**config.mk**
```make
export PLATFORM = sky130hd
export DESIGN_NAME = palette_cycle_ctrl
export DESIGN_NICKNAME = d
export VERILOG_FILES = /design/src/rtl/palette_cycle_ctrl.sv
export SDC_FILE = /design/constraint.sdc
export NUM_CORES = 1
export LEC_CHECK = 0
export CELL_PAD_IN_SITES_DETAIL_PLACEMENT = 1
export CELL_PAD_IN_SITES_GLOBAL_PLACEMENT = 1
export CORE_MARGIN = 3
export CORE_UTILIZATION = 39
export DETAILED_ROUTE_END_ITERATION = 10
export PLACE_DENSITY_LB_ADDON = 0.1
export RECOVER_POWER = 50
export REMOVE_ABC_BUFFERS = 1
export SYNTH_ARGS = -nofsm -noshare
export SYNTH_HDL_FRONTEND = slang
export SYNTH_SLANG_ARGS = --single-unit
export TNS_END_PERCENT = 100
```
**constraint.sdc**
```tcl
create_clock -name clk_100_i -period 6.1 [get_ports clk_100_i]
set_input_delay 1.22 -clock clk_100_i [delete_from_list [all_inputs] [get_ports clk_100_i]]
set_output_delay 1.22 -clock clk_100_i [all_outputs]
set_load 0.1 [all_outputs]
```
**src/rtl/palette_cycle_ctrl.sv**
```systemverilog
// Sole bus master for the 8x4x24b palette: arbitrates CPU Avalon accesses against a colour-cycling engine.
// Optional feature macro: PALCYC_REVERSE_EN adds cycle_reverse_i (reverse rotation direction).
module palette_cycle_ctrl #(
  parameter int PERIOD_W = 8,
  parameter int RD_LAT   = 1
) (
  input  logic                clk_100_i,
  input  logic                reset_n_i,
  input  logic                cpu_cs_i,
  input  logic                cpu_read_i,
  input  logic                cpu_write_i,
  input  logic [4:0]          cpu_addr_i,
  input  logic [31:0]         cpu_writedata_i,
  input  logic [3:0]          cpu_byte_en_i,
  output logic [31:0]         cpu_readdata_o,
  output logic                cpu_waitrequest_o,
  output logic                pal_cs_o,
  output logic                pal_read_o,
  output logic                pal_write_o,
  output logic [4:0]          pal_addr_o,
  output logic [31:0]         pal_writedata_o,
  output logic [3:0]          pal_byte_en_o,
  input  logic [31:0]         pal_readdata_i,
  input  logic                vsync_pulse_i,
  input  logic [7:0]          cycle_mask_i,
  input  logic [PERIOD_W-1:0] cycle_period_i,
`ifdef PALCYC_REVERSE_EN
  input  logic                cycle_reverse_i,
`endif
  output logic                busy_o
);

  localparam int WAIT_W = (RD_LAT > 1) ? $clog2(RD_LAT) : 1;

  typedef enum logic [2:0] {
    IDLE  = 3'd0,
    SCAN  = 3'd1,
    RD    = 3'd2,
    RWAIT = 3'd3,
    WR    = 3'd4,
    NEXT  = 3'd5
  } state_e;

  state_e              state_q, state_d;
  logic [7:0]          mask_q, mask_d;
  logic [2:0]          p_q, p_d;
  logic [1:0]          i_q, i_d;
  logic [WAIT_W-1:0]   wait_q, wait_d;
  logic [23:0]         c1_q, c1_d, c2_q, c2_d, c3_q, c3_d;
  logic [PERIOD_W-1:0] frame_cnt_q, frame_cnt_d;
  logic                pend_q, pend_d;
  logic                rev_s;
  logic                cpu_req_s, cpu_pass_s, eng_rd_s, eng_wr_s, hold_s, busy_s;
  logic [PERIOD_W:0]   frame_inc_s;
  logic [23:0]         wr_color_s;

`ifdef PALCYC_REVERSE_EN
  logic rev_q, rev_d;
  assign rev_s = rev_q;
`else
  assign rev_s = 1'b0;
`endif

  assign cpu_req_s      = cpu_cs_i & (cpu_read_i | cpu_write_i);
  assign busy_s         = pend_q | (state_q != IDLE);
  assign busy_o         = busy_s;
  assign cpu_readdata_o = pal_readdata_i;
  assign cpu_waitrequest_o = hold_s;
  assign frame_inc_s    = {1'b0, frame_cnt_q} + {{PERIOD_W{1'b0}}, 1'b1};

  // Frame counter; a trigger that lands while a rotation is pending or running is dropped
  always_comb begin
    frame_cnt_d = frame_cnt_q;
    pend_d      = pend_q;
    if ((state_q == IDLE) && pend_q) begin
      pend_d = 1'b0;
    end else begin
      pend_d = pend_q;
    end
    if (vsync_pulse_i && (cycle_period_i != {PERIOD_W{1'b0}})) begin
      if (frame_inc_s >= {1'b0, cycle_period_i}) begin
        frame_cnt_d = {PERIOD_W{1'b0}};
        if (!busy_s) begin
          pend_d = 1'b1;
        end else begin
          pend_d = pend_d;
        end
      end else begin
        frame_cnt_d = frame_inc_s[PERIOD_W-1:0];
      end
    end else begin
      frame_cnt_d = frame_cnt_q;
    end
  end

  // Colour written back for slot i: captured colours are stable through WR, so old values are used
  always_comb begin
    case (i_q)
      2'd1:    wr_color_s = rev_s ? c3_q : c2_q;
      2'd2:    wr_color_s = rev_s ? c1_q : c3_q;
      default: wr_color_s = rev_s ? c2_q : c1_q;
    endcase
  end

  // Engine next-state logic and bus ownership
  always_comb begin
    state_d    = state_q;
    mask_d     = mask_q;
    p_d        = p_q;
    i_d        = i_q;
    wait_d     = wait_q;
    c1_d       = c1_q;
    c2_d       = c2_q;
    c3_d       = c3_q;
`ifdef PALCYC_REVERSE_EN
    rev_d      = rev_q;
`endif
    cpu_pass_s = 1'b0;
    eng_rd_s   = 1'b0;
    eng_wr_s   = 1'b0;
    hold_s     = 1'b0;
    case (state_q)
      IDLE: begin
        cpu_pass_s = 1'b1;
        if (pend_q) begin
          mask_d  = cycle_mask_i;
          p_d     = 3'd0;
`ifdef PALCYC_REVERSE_EN
          rev_d   = cycle_reverse_i;
`endif
          state_d = SCAN;
        end else begin
          state_d = IDLE;
        end
      end
      SCAN: begin
        if (cpu_req_s) begin
          cpu_pass_s = 1'b1;
          state_d    = SCAN;
        end else if (mask_q[p_q]) begin
          i_d     = 2'd1;
          state_d = RD;
        end else begin
          state_d = NEXT;
        end
      end
      RD: begin
        hold_s   = 1'b1;
        eng_rd_s = 1'b1;
        wait_d   = WAIT_W'(RD_LAT - 1);
        state_d  = RWAIT;
      end
      RWAIT: begin
        hold_s = 1'b1;
        if (wait_q == {WAIT_W{1'b0}}) begin
          case (i_q)
            2'd1:    c1_d = pal_readdata_i[23:0];
            2'd2:    c2_d = pal_readdata_i[23:0];
            default: c3_d = pal_readdata_i[23:0];
          endcase
          if (i_q != 2'd3) begin
            i_d     = i_q + 2'd1;
            state_d = RD;
          end else begin
            i_d     = 2'd1;
            state_d = WR;
          end
        end else begin
          wait_d = wait_q - {{(WAIT_W-1){1'b0}}, 1'b1};
        end
      end
      WR: begin
        hold_s   = 1'b1;
        eng_wr_s = 1'b1;
        if (i_q == 2'd3) begin
          state_d = NEXT;
        end else begin
          i_d = i_q + 2'd1;
        end
      end
      NEXT: begin
        hold_s = 1'b1;
        if (p_q == 3'd7) begin
          state_d = IDLE;
        end else begin
          p_d     = p_q + 3'd1;
          state_d = SCAN;
        end
      end
      default: state_d = IDLE;
    endcase
  end

  // Palette port mux; the CPU path is gated by reset so every strobe drops the moment reset asserts
  always_comb begin
    pal_cs_o        = 1'b0;
    pal_read_o      = 1'b0;
    pal_write_o     = 1'b0;
    pal_addr_o      = 5'd0;
    pal_writedata_o = 32'd0;
    pal_byte_en_o   = 4'd0;
    if (cpu_pass_s && reset_n_i) begin
      pal_cs_o        = cpu_cs_i;
      pal_read_o      = cpu_read_i;
      pal_write_o     = cpu_write_i;
      pal_addr_o      = cpu_addr_i;
      pal_writedata_o = cpu_writedata_i;
      pal_byte_en_o   = cpu_byte_en_i;
    end else if (eng_rd_s) begin
      pal_cs_o   = 1'b1;
      pal_read_o = 1'b1;
      pal_addr_o = {p_q, i_q};
    end else if (eng_wr_s) begin
      pal_cs_o        = 1'b1;
      pal_write_o     = 1'b1;
      pal_addr_o      = {p_q, i_q};
      pal_writedata_o = {8'h00, wr_color_s};
      pal_byte_en_o   = 4'b0111;
    end else begin
      pal_cs_o = 1'b0;
    end
  end

  // State registers
  always_ff @(posedge clk_100_i or negedge reset_n_i) begin
    if (!reset_n_i) begin
      state_q     <= IDLE;
      mask_q      <= 8'd0;
      p_q         <= 3'd0;
      i_q         <= 2'd0;
      wait_q      <= {WAIT_W{1'b0}};
      c1_q        <= 24'd0;
      c2_q        <= 24'd0;
      c3_q        <= 24'd0;
      frame_cnt_q <= {PERIOD_W{1'b0}};
      pend_q      <= 1'b0;
`ifdef PALCYC_REVERSE_EN
      rev_q       <= 1'b0;
`endif
    end else begin
      state_q     <= state_d;
      mask_q      <= mask_d;
      p_q         <= p_d;
      i_q         <= i_d;
      wait_q      <= wait_d;
      c1_q        <= c1_d;
      c2_q        <= c2_d;
      c3_q        <= c3_d;
      frame_cnt_q <= frame_cnt_d;
      pend_q      <= pend_d;
`ifdef PALCYC_REVERSE_EN
      rev_q       <= rev_d;
`endif
    end
  end

endmodule
```
; Word level (Yosys, flattened, before mapping)
; Cells that the tools add are included.
[op_classes]
addsub = 4
magnitude_cmp = 2
eq_ne = 17
n_mux = 48
bitwise = 5
n_reduce_logical = 18
[ops]
columns = cell, count
row1 = two-way mux 24 bit, 2
row2 = case mux 24 bit (2 select lines), 1
row3 = two-way mux 32 bit, 1
row4 = two-way mux 3 bit, 9
row5 = two-way mux 1 bit, 19
row6 = case mux 3 bit (6 select lines), 1
row7 = != test 2 bit (second input constant), 8
row8 = two-way mux 5 bit, 3
row9 = AND reduction 3 bit, 4
row10 = two-way mux 2 bit, 5
row11 = adder 8 x 1 -> 9 bit (second input constant), 1
row12 = equality test 3 bit (second input constant), 3
row13 = >= comparator 9 x 8 -> 1 bit, 1
row14 = two-way mux 8 bit, 1
row15 = nonzero test 8 bit, 1
row16 = equality test 3 x 2 -> 1 bit (second input constant), 2
row17 = case mux 2 bit (3 select lines), 1
row18 = case mux 3 bit (2 select lines), 1
row19 = nonzero test 3 bit, 2
row20 = AND reduction 5 bit, 1
row21 = equality test 2 bit (second input constant), 2
row22 = less-than comparator 3 x 4 -> 1 bit (second input constant), 1
row23 = two-way mux 4 bit, 1
row24 = case mux 1 bit (2 select lines), 2
row25 = 15 further kinds, 21
[word_totals]
reg_bits = 98
in_bits = 95
output_inout_bits = 78
word_cells = 104

; Depth between registers and ports, before layout
; Gate-level depths: netlist (run 1).
[depth]
word_depth = 6
ltp_mapped = 11
mapped_depth_nobuf = 10

; Worst setup path before layout (run 1)
; Ideal clock, no wire load.
[synth_timing]
kind = reg-to-output
from = reg state_q[2]
to = out pal_addr_o[0]
t_arrival_ps = 3198
required_time_ps = 4880
path_slack_ps = 1682
stages_incl_launch_ff = 6
n_path_buf = 2
cell_sequence = dfrtp_1 buf_2 xor2_1 and2_1 buf_1 a22o_1
[synth_via]
elab_chain_cells = 5
word_cells_on_any_way = 11
cone_classes = 3 x eq/ne / 6 x mux / 2 x reduce/logical
[synth_rtl]
columns = item, line_no
row1 = start: declaration, 44  ; state_e state_q, state_d;
row2 = start signal: assignment, 241  ; state_q <= state_d;
row3 = equality test 3 bit, 122  ; case (state_q)
row4 = two-way mux 1 bit, 122
row5 = two-way mux 5 bit, 213  ; end else if (eng_wr_s) begin
row6 = two-way mux 5 bit, 209  ; end else if (eng_rd_s) begin
row7 = two-way mux 5 bit *, 202  ; if (cpu_pass_s && reset_n_i) begin
row8 = end: declaration, 20  ; output logic [4:0] pal_addr_o,
; Every way passes the cells marked *; elsewhere a longest branch is shown, timed or not.

; Worst setup path in the final report (run 1)
[layout_timing]
from = in cpu_write_i
to = out pal_writedata_o[2]
[layout_via]
elab_chain_cells = 6
[layout_rtl]
columns = item, line_no
row1 = start: declaration, 11  ; input logic cpu_write_i,
row2 = OR 1 bit, 64  ; assign cpu_req_s = cpu_cs_i & (cpu_read_i | cpu_write_i);
row3 = bitwise AND 1 bit, 64
row4 = two-way mux 1 bit, 137  ; if (cpu_req_s) begin
row5 = case mux 1 bit (2 select lines), 122
row6 = logical AND 1 bit, 202
row7 = two-way mux 32 bit, 202
row8 = end: declaration, 21  ; output logic [31:0] pal_writedata_o,
; Every way passes these cells.

==> results of run 1 <==
==> metal layers <==
layer / routed length (um) / global-route usage (%) / part of all wire (%) / vias to the layer above
li1: - / - / - / 2010
met1: 6710 / 24.2 / 46 / 2102
met2: 7180 / 32.4 / 49 / 117
met3: 656 / 3.95 / 4.5 / 11
met4: 159 / 5.48 / 1.1 / 0
met5: 0 / 0 / 0 / -
==> cells in the mapped netlist, types with 2 or more instances <==
cell / number / area, um2
mux4_1: 2 / 52.6
o21ai_1: 5 / 25.0
xor2_1: 2 / 17.5
mux2_2: 80 / 901
nor3_1: 2 / 10.0
or3_1: 4 / 25.0
a21oi_1: 8 / 40.0
a31oi_1: 2 / 12.5
nand3_1: 12 / 60.1
ha_1: 18 / 225
a22oi_1: 24 / 180
nor2b_1: 2 / 12.5
inv_1: 18 / 67.6
o21ai_0: 35 / 175
dfrtp_1: 97 / 2430
buf_4: 33 / 248
nor2_1: 10 / 37.5
clkbuf_1: 20 / 75.1
xnor2_1: 5 / 43.8
nand2_2: 3 / 18.8
a22o_1: 30 / 263
nor3b_1: 2 / 15.0
and2_1: 10 / 62.6
buf_2: 12 / 60.1
a21o_1: 7 / 52.6
nand2_1: 48 / 180
==> cells by family (layout without fill, tap and decap cells) <==
kind of cell    after synthesis  in the layout
compound gates              122            122
simple gates                101            101
flops                        97             97
buf+inv                      85            195
mux                          84             84
fa+ha+maj                    18             18
xor+xnor                      7              7
==> final timing paths <==
check | from | end
min in group asynchronous | reset_n_i | state_q[2]$_DFFE_PN0P_
hold reg to reg | frame_cnt_q[7]$_DFFE_PN0P_ | frame_cnt_q[7]$_DFFE_PN0P_
max in group asynchronous | reset_n_i | c1_q[4]$_DFFE_PN0P_
setup reg to reg | frame_cnt_q[0]$_DFFE_PN0P_ | pend_q$_DFF_PN0_
hold / removal | frame_cnt_q[7]$_DFFE_PN0P_ | frame_cnt_q[7]$_DFFE_PN0P_
setup / recovery | cpu_write_i | pal_writedata_o[2]
==> per-stage QoR <==
stage	utilization, %	hold slack, ns	instance area, um2
final	53.0	0.498	7160
after global routing	53.0	0.521	7160
after CTS	53.0	0.501	7160
after detailed placement	50.6	0.481	6830
after global placement	50.6	0.475	6830
after floorplan	-	0.456	5100
==> cells in the final DEF (no fill, tap or decap), types with 3 or more instances in the layout <==
| cell type | n |
|---|---|
| or3_1 | 4 |
| o21ai_1 | 5 |
| ha_1 | 17 |
| buf_4 | 44 |
| clkbuf_1 | 3 |
| clkbuf_16 | 9 |
| xnor2_1 | 5 |
| inv_1 | 18 |
| and2_1 | 10 |
| nand2_1 | 49 |
| a22o_1 | 30 |
| mux2_2 | 80 |
| a21oi_1 | 8 |
| nand3_1 | 12 |
| a22oi_1 | 24 |
| clkdlybuf4s50_1 | 114 |
| o21ai_0 | 35 |
| a21o_1 | 7 |
| dfrtp_1 | 97 |
| nor2_1 | 10 |
| bufinv_16 | 3 |
==> cell type report <==
type                       instances  area, um2  area share (%)
clock buffer                      11        233            3.25
clock inverter                     5        104            1.45
inverter                          18       67.6           0.944
multi-input combinational        332       2610            36.5
sequential                        97       2430            33.9
tap                              176        220            3.08
timing repair buffer             161       1490            20.8
==> sequential cells by signal, indices dropped and copies added, names as in the netlist <==
signal and count:
state_q 3, i_q 2, pend_q 1, c1_q 24, frame_cnt_q 8, c2_q 24, mask_q 8, p_q 3
c3_q 24
==> power breakdown <==
| group | internal [mW] | total (mW) | switching, mW | leakage [nW] |
|---|---|---|---|---|
| Sequential | 0.952 | 1.18 | 0.226 | 1.15 |
| Combinational | 0.747 | 2.21 | 1.46 | 1.80 |
| Clock | 0.401 | 0.645 | 0.244 | 0.164 |
| Total | 2.10 | 4.03 | 1.93 | 3.12 |
==> tightest hold or removal path, delay by kind of cell (launching register included) <==
family,cells,cell delay (ns)
AOI/OAI and AO/OA,1,0.07
and+or+nand+nor,1,0.05
DFF,1,0.34
==> flow_summary.ini, run 1 <==
[sta]
fin_skew_ns = 0.0103
rsz0062_at_grt = false
drv_slew = 86
max_freq_mhz = 202
post-route-min-period_ns = 4.95
slew_headroom_pct = -40.6
fin_setup_tns_ns = 0
timing_hold_violations_final = 0
setup_ws_ns = 1.15
tightest_slew_ns = 2.11
fin_crit_sh_pct = 81.1
final-setup-viol-count = 0

[pwr]
p_leak_nw = 3.12
p_per_area_nw_per_um2 = 564
power_mw = 4.03
irDropWorstVdd_mv = 0.230

[route]
drt_iter0_drc = 162
wl_um = 14700
wl_per_cell_um = 18.4
vias = 4240
detail-route-antenna-nets = 0
firstDrtPassIters = 4
routed_via_density = 5.30
route.detailed.drc = 0

[logic_synthesis]
synth-simple-area-share_pct = 8.79
synth_top_family_by_area = multiplexers
synth-compound-area-share_pct = 15.5
synth_xor_area_share_pct = 1.12
yosys_warnings = 0
syn_area_per_cell_um2 = 10.7
seq_area_frac_synth_pct = 44.2
synth.distinct_cells = 49
async_flop_share_pct = 100
synth-seq-cells = 97
ys.flop_type = dfrtp_1
syn_area_um2 = 5490
synth_fa_ha_area_share_pct = 4.10
syn_inst = 514
synth_edf_count = 0
muxShareOfSynthArea_pct = 17.8

[critical_path]
crit_arrival_ns = 3.73
reg2regPathDepth = 10
crit_cells = 5
path_delay_family = buffers and inverters
cp.required_ns = 4.88
slowest_delay_ns = 0.96
start_kind = input port
cpMaxStageDelayCell = clkdlybuf4s50_1
rrSetupSlack_ns = 2.81
crit_chain = dlygate4sd3_1, o21ai_0, a21oi_4, a22o_1, clkdlybuf4s50_1
crit_type = in2out
cp_max_fo = 5
worst-path-buf-inv = 2
critPathCaptureType = output port

[floorplan]
core-area_um2 = 13500
die_y_um = 125
dieArea_um2 = 15500
rows = 42
fp.dieW_um = 125
ios = 173
start_util_pct = 40.7

[min_path]
whs_path_depth = 2
worstHoldPathType = reg2reg

[cts]
numCtsBuffers = 9
htreeDepth = 3
clk_pin_slew_ns = 0.06
cts_tree = yes
clockBufferDepth = 2
cts_sinks = 97
cts-root-buf = clkbuf_16
hold_buffers = 0
cts.repair.resized = 0
postCtsSetupRepairBufs = 0
clk_latency_ns = 0.35

[placed_design]
dp_hpwl_um = 9900
pre_cts_slack_ns = 1.30
gp_congestion = 0.753
io_buffers = 156
place_inst = 784

[global_routing]
grt_remaining_overflow = 0
grt_first_pass_wirelength_um = 24000
grt_usage_pct = 18.9
grt_pass1_vias = 4597
grt_max_degree = 86
antenna_found_initial = 0

[run_status]
violations = max-capacitance violations, max-slew violations
status = finished with violations

[job]
maxCapViolCount = 1

[finish]
fin_cells = 800
drive_gt1_share_pct = 24.5
finalNetCount = 732
syn2layout_area_growth_pct = 30.2
diodes = 0
n_fill_cell = 1453
Power figures use the tool's default switching activity.
==> run 2, diff against run 1 <==
--- a/config.mk
+++ b/config.mk
@@ -8,7 +8,7 @@
 export CELL_PAD_IN_SITES_DETAIL_PLACEMENT = 1
 export CELL_PAD_IN_SITES_GLOBAL_PLACEMENT = 1
 export CORE_MARGIN = 3
-export CORE_UTILIZATION = 39
+export CORE_UTILIZATION = 32
 export DETAILED_ROUTE_END_ITERATION = 10
 export PLACE_DENSITY_LB_ADDON = 0.1
 export RECOVER_POWER = 50
==> constraint.sdc (replaced) <==
create_clock -name clk_100_i -period 4 [get_ports clk_100_i]
set_input_delay 0.8 -clock clk_100_i [delete_from_list [all_inputs] [get_ports clk_100_i]]
set_output_delay 0.8 -clock clk_100_i [all_outputs]
set_load 0.1 [all_outputs]
==> run 2 against run 1 <==
The run still ends with max-capacitance violations, max-slew violations left. Critical path depth increased by 1. Utilization shrank 7.0 points. Clock skew decreased by 0.0047 ns. Critical endpoint is now pal_writedata_o[19]. Largest cell class unchanged. Largest power group unchanged.
==> flow_summary.ini, run 2 (same netlist as run 1, synthesis figures left out) <==
[run_status]
status = finished with violations
violations = max-capacitance violations, max-slew violations

[floorplan]
fp.dieW_um = 137
die_y_um = 137
dieArea_um2 = 18800
core-area_um2 = 16700
ios = 173
rows = 47
start_util_pct = 32.9

[critical_path]
cp.required_ns = 3.20
cpMaxStageDelayCell = o21ai_0
reg2reg_to = pend_q$_DFF_PN0_
crit_chain = dlygate4sd3_1, o21ai_0, a21oi_4, buf_12, a22o_1, buf_12
cp_max_fo = 33
worstReg2RegStart = frame_cnt_q[0]$_DFFE_PN0P_
slowest_delay_ns = 0.57
start_kind = input port
crit_type = in2out
crit_arrival_ns = 2.90
critPathCaptureType = output port
crit_top_cell = buf_12
reg2regPathDepth = 11
rrSetupSlack_ns = 1.19

[route]
vias = 4329
route.detailed.drc = 0
wl_per_cell_um = 18.6
drt_iter0_drc = 130
firstDrtPassIters = 4
routed_via_density = 5.10
detail-route-antenna-nets = 0
wl_um = 15800

[global_routing]
antenna_found_initial = 0
grt_usage_pct = 16.9
grt_first_pass_wirelength_um = 24900
grt_remaining_overflow = 0
grt_max_degree = 51
grt_pass1_vias = 4715

[cts]
cts_tree = yes
numCtsBuffers = 9
clk_pin_slew_ns = 0.07
cts.repair.resized = 0
htreeDepth = 3
clockBufferDepth = 2
cts_sinks = 97
cts-root-buf = clkbuf_16
postCtsSetupRepairBufs = 0
clk_latency_ns = 0.35
hold_buffers = 0

[pwr]
irDropWorstVdd_mv = 0.310
power_mw = 6.53
p_leak_nw = 3.29
p_per_area_nw_per_um2 = 849

[placed_design]
dp_hpwl_um = 11400
place_area_um2 = 7400
place_inst = 832
io_buffers = 156
gp_congestion = 0.742
pre_cts_slack_ns = 0.396

[finish]
fin_cells = 848
diodes = 0
fin_util_pct = 46.0
syn2layout_area_growth_pct = 39.9
final_cell_mix = dfrtp_1, clkdlybuf4s50_1, mux2_2, nand2_1, buf_12
final_common_cell = dfrtp_1
n_fill_cell = 1808
finalNetCount = 736
stdcell_area_um2 = 7690
drive_gt1_share_pct = 29.6
reg.largest.list = c1_q (24), c2_q (24), c3_q (24)

[sta]
setup_ws_ns = 0.298
rsz0062_at_grt = false
tightest_slew_ns = 2.65
fin_setup_tns_ns = 0
max_freq_mhz = 270
slew_headroom_pct = -76.8
fin_crit_sh_pct = 92.6
finalHoldWorstSlack_ns = 0.503
final-setup-viol-count = 0
post-route-min-period_ns = 3.70
drv_slew = 49
timing_hold_violations_final = 0
fin_skew_ns = 0.00561

[job]
maxCapViolCount = 1

[min_path]
worstHoldPathType = reg2reg
hp-start = mask_q[2]$_DFFE_PN0P_
whs_endpoint = mask_q[2]$_DFFE_PN0P_
whs_path_depth = 1
run 2: area by class of cell:
type	count	area [um2]	share of cell area, %
clock buffers	10	229	2.98
clock inverters	6	72.6	0.944
inverters	18	67.6	0.879
multi-input cells	332	2610	33.9
flip-flops and latches	97	2430	31.6
well taps	220	275	3.58
repair buffers	165	2010	26.2
run 2: critical path: cells and delay by family:
kind,cells,cell delay [ns]
AO/OA/AOI/OAI,3,1.11
buffers and inverters,3,0.96
run 2: power breakdown:
group          total (mW)  internal, mW  switching (mW)
combinational        3.85          1.51            2.34
sequential           1.78          1.45           0.334
clock               0.892         0.494           0.397
run 2: worst max path at each step:
stage / start / to / slack [ns]
floorplan: state_q[2]$_DFFE_PN0P_ / pal_writedata_o[0] / -0.03
global placement: cpu_write_i / pal_writedata_o[23] / 0.50
detailed placement: cpu_write_i / pal_writedata_o[19] / 0.40
global route: cpu_write_i / pal_writedata_o[19] / 0.13
finish: cpu_write_i / pal_writedata_o[19] / 0.30
CTS: cpu_write_i / pal_writedata_o[19] / 0.38
run 2: per-layer routing:
| layer | wire length (um) | GRT usage [%] | share of wire, % |
|---|---|---|---|
| met3 | 679 | 2.90 | 4.3 |
| met2 | 8060 | 30.5 | 51 |
| met4 | 182 | 4.66 | 1.2 |
| met1 | 6830 | 20.8 | 43 |
| met5 | 0 | 0 | 0 |
==> run 3, diff against run 2 <==
--- a/config.mk
+++ b/config.mk
@@ -9,10 +9,12 @@
 export CELL_PAD_IN_SITES_GLOBAL_PLACEMENT = 1
 export CORE_MARGIN = 3
 export CORE_UTILIZATION = 32
+export CTS_CLUSTER_SIZE = 10
 export DETAILED_ROUTE_END_ITERATION = 10
 export PLACE_DENSITY_LB_ADDON = 0.1
 export RECOVER_POWER = 50
 export REMOVE_ABC_BUFFERS = 1
+export SKIP_LAST_GASP = 1
 export SYNTH_ARGS = -nofsm -noshare
 export SYNTH_HDL_FRONTEND = slang
 export SYNTH_SLANG_ARGS = --single-unit
==> results of run 3 <==
The final DEF is identical to that of run 2; final timing and power are the same.
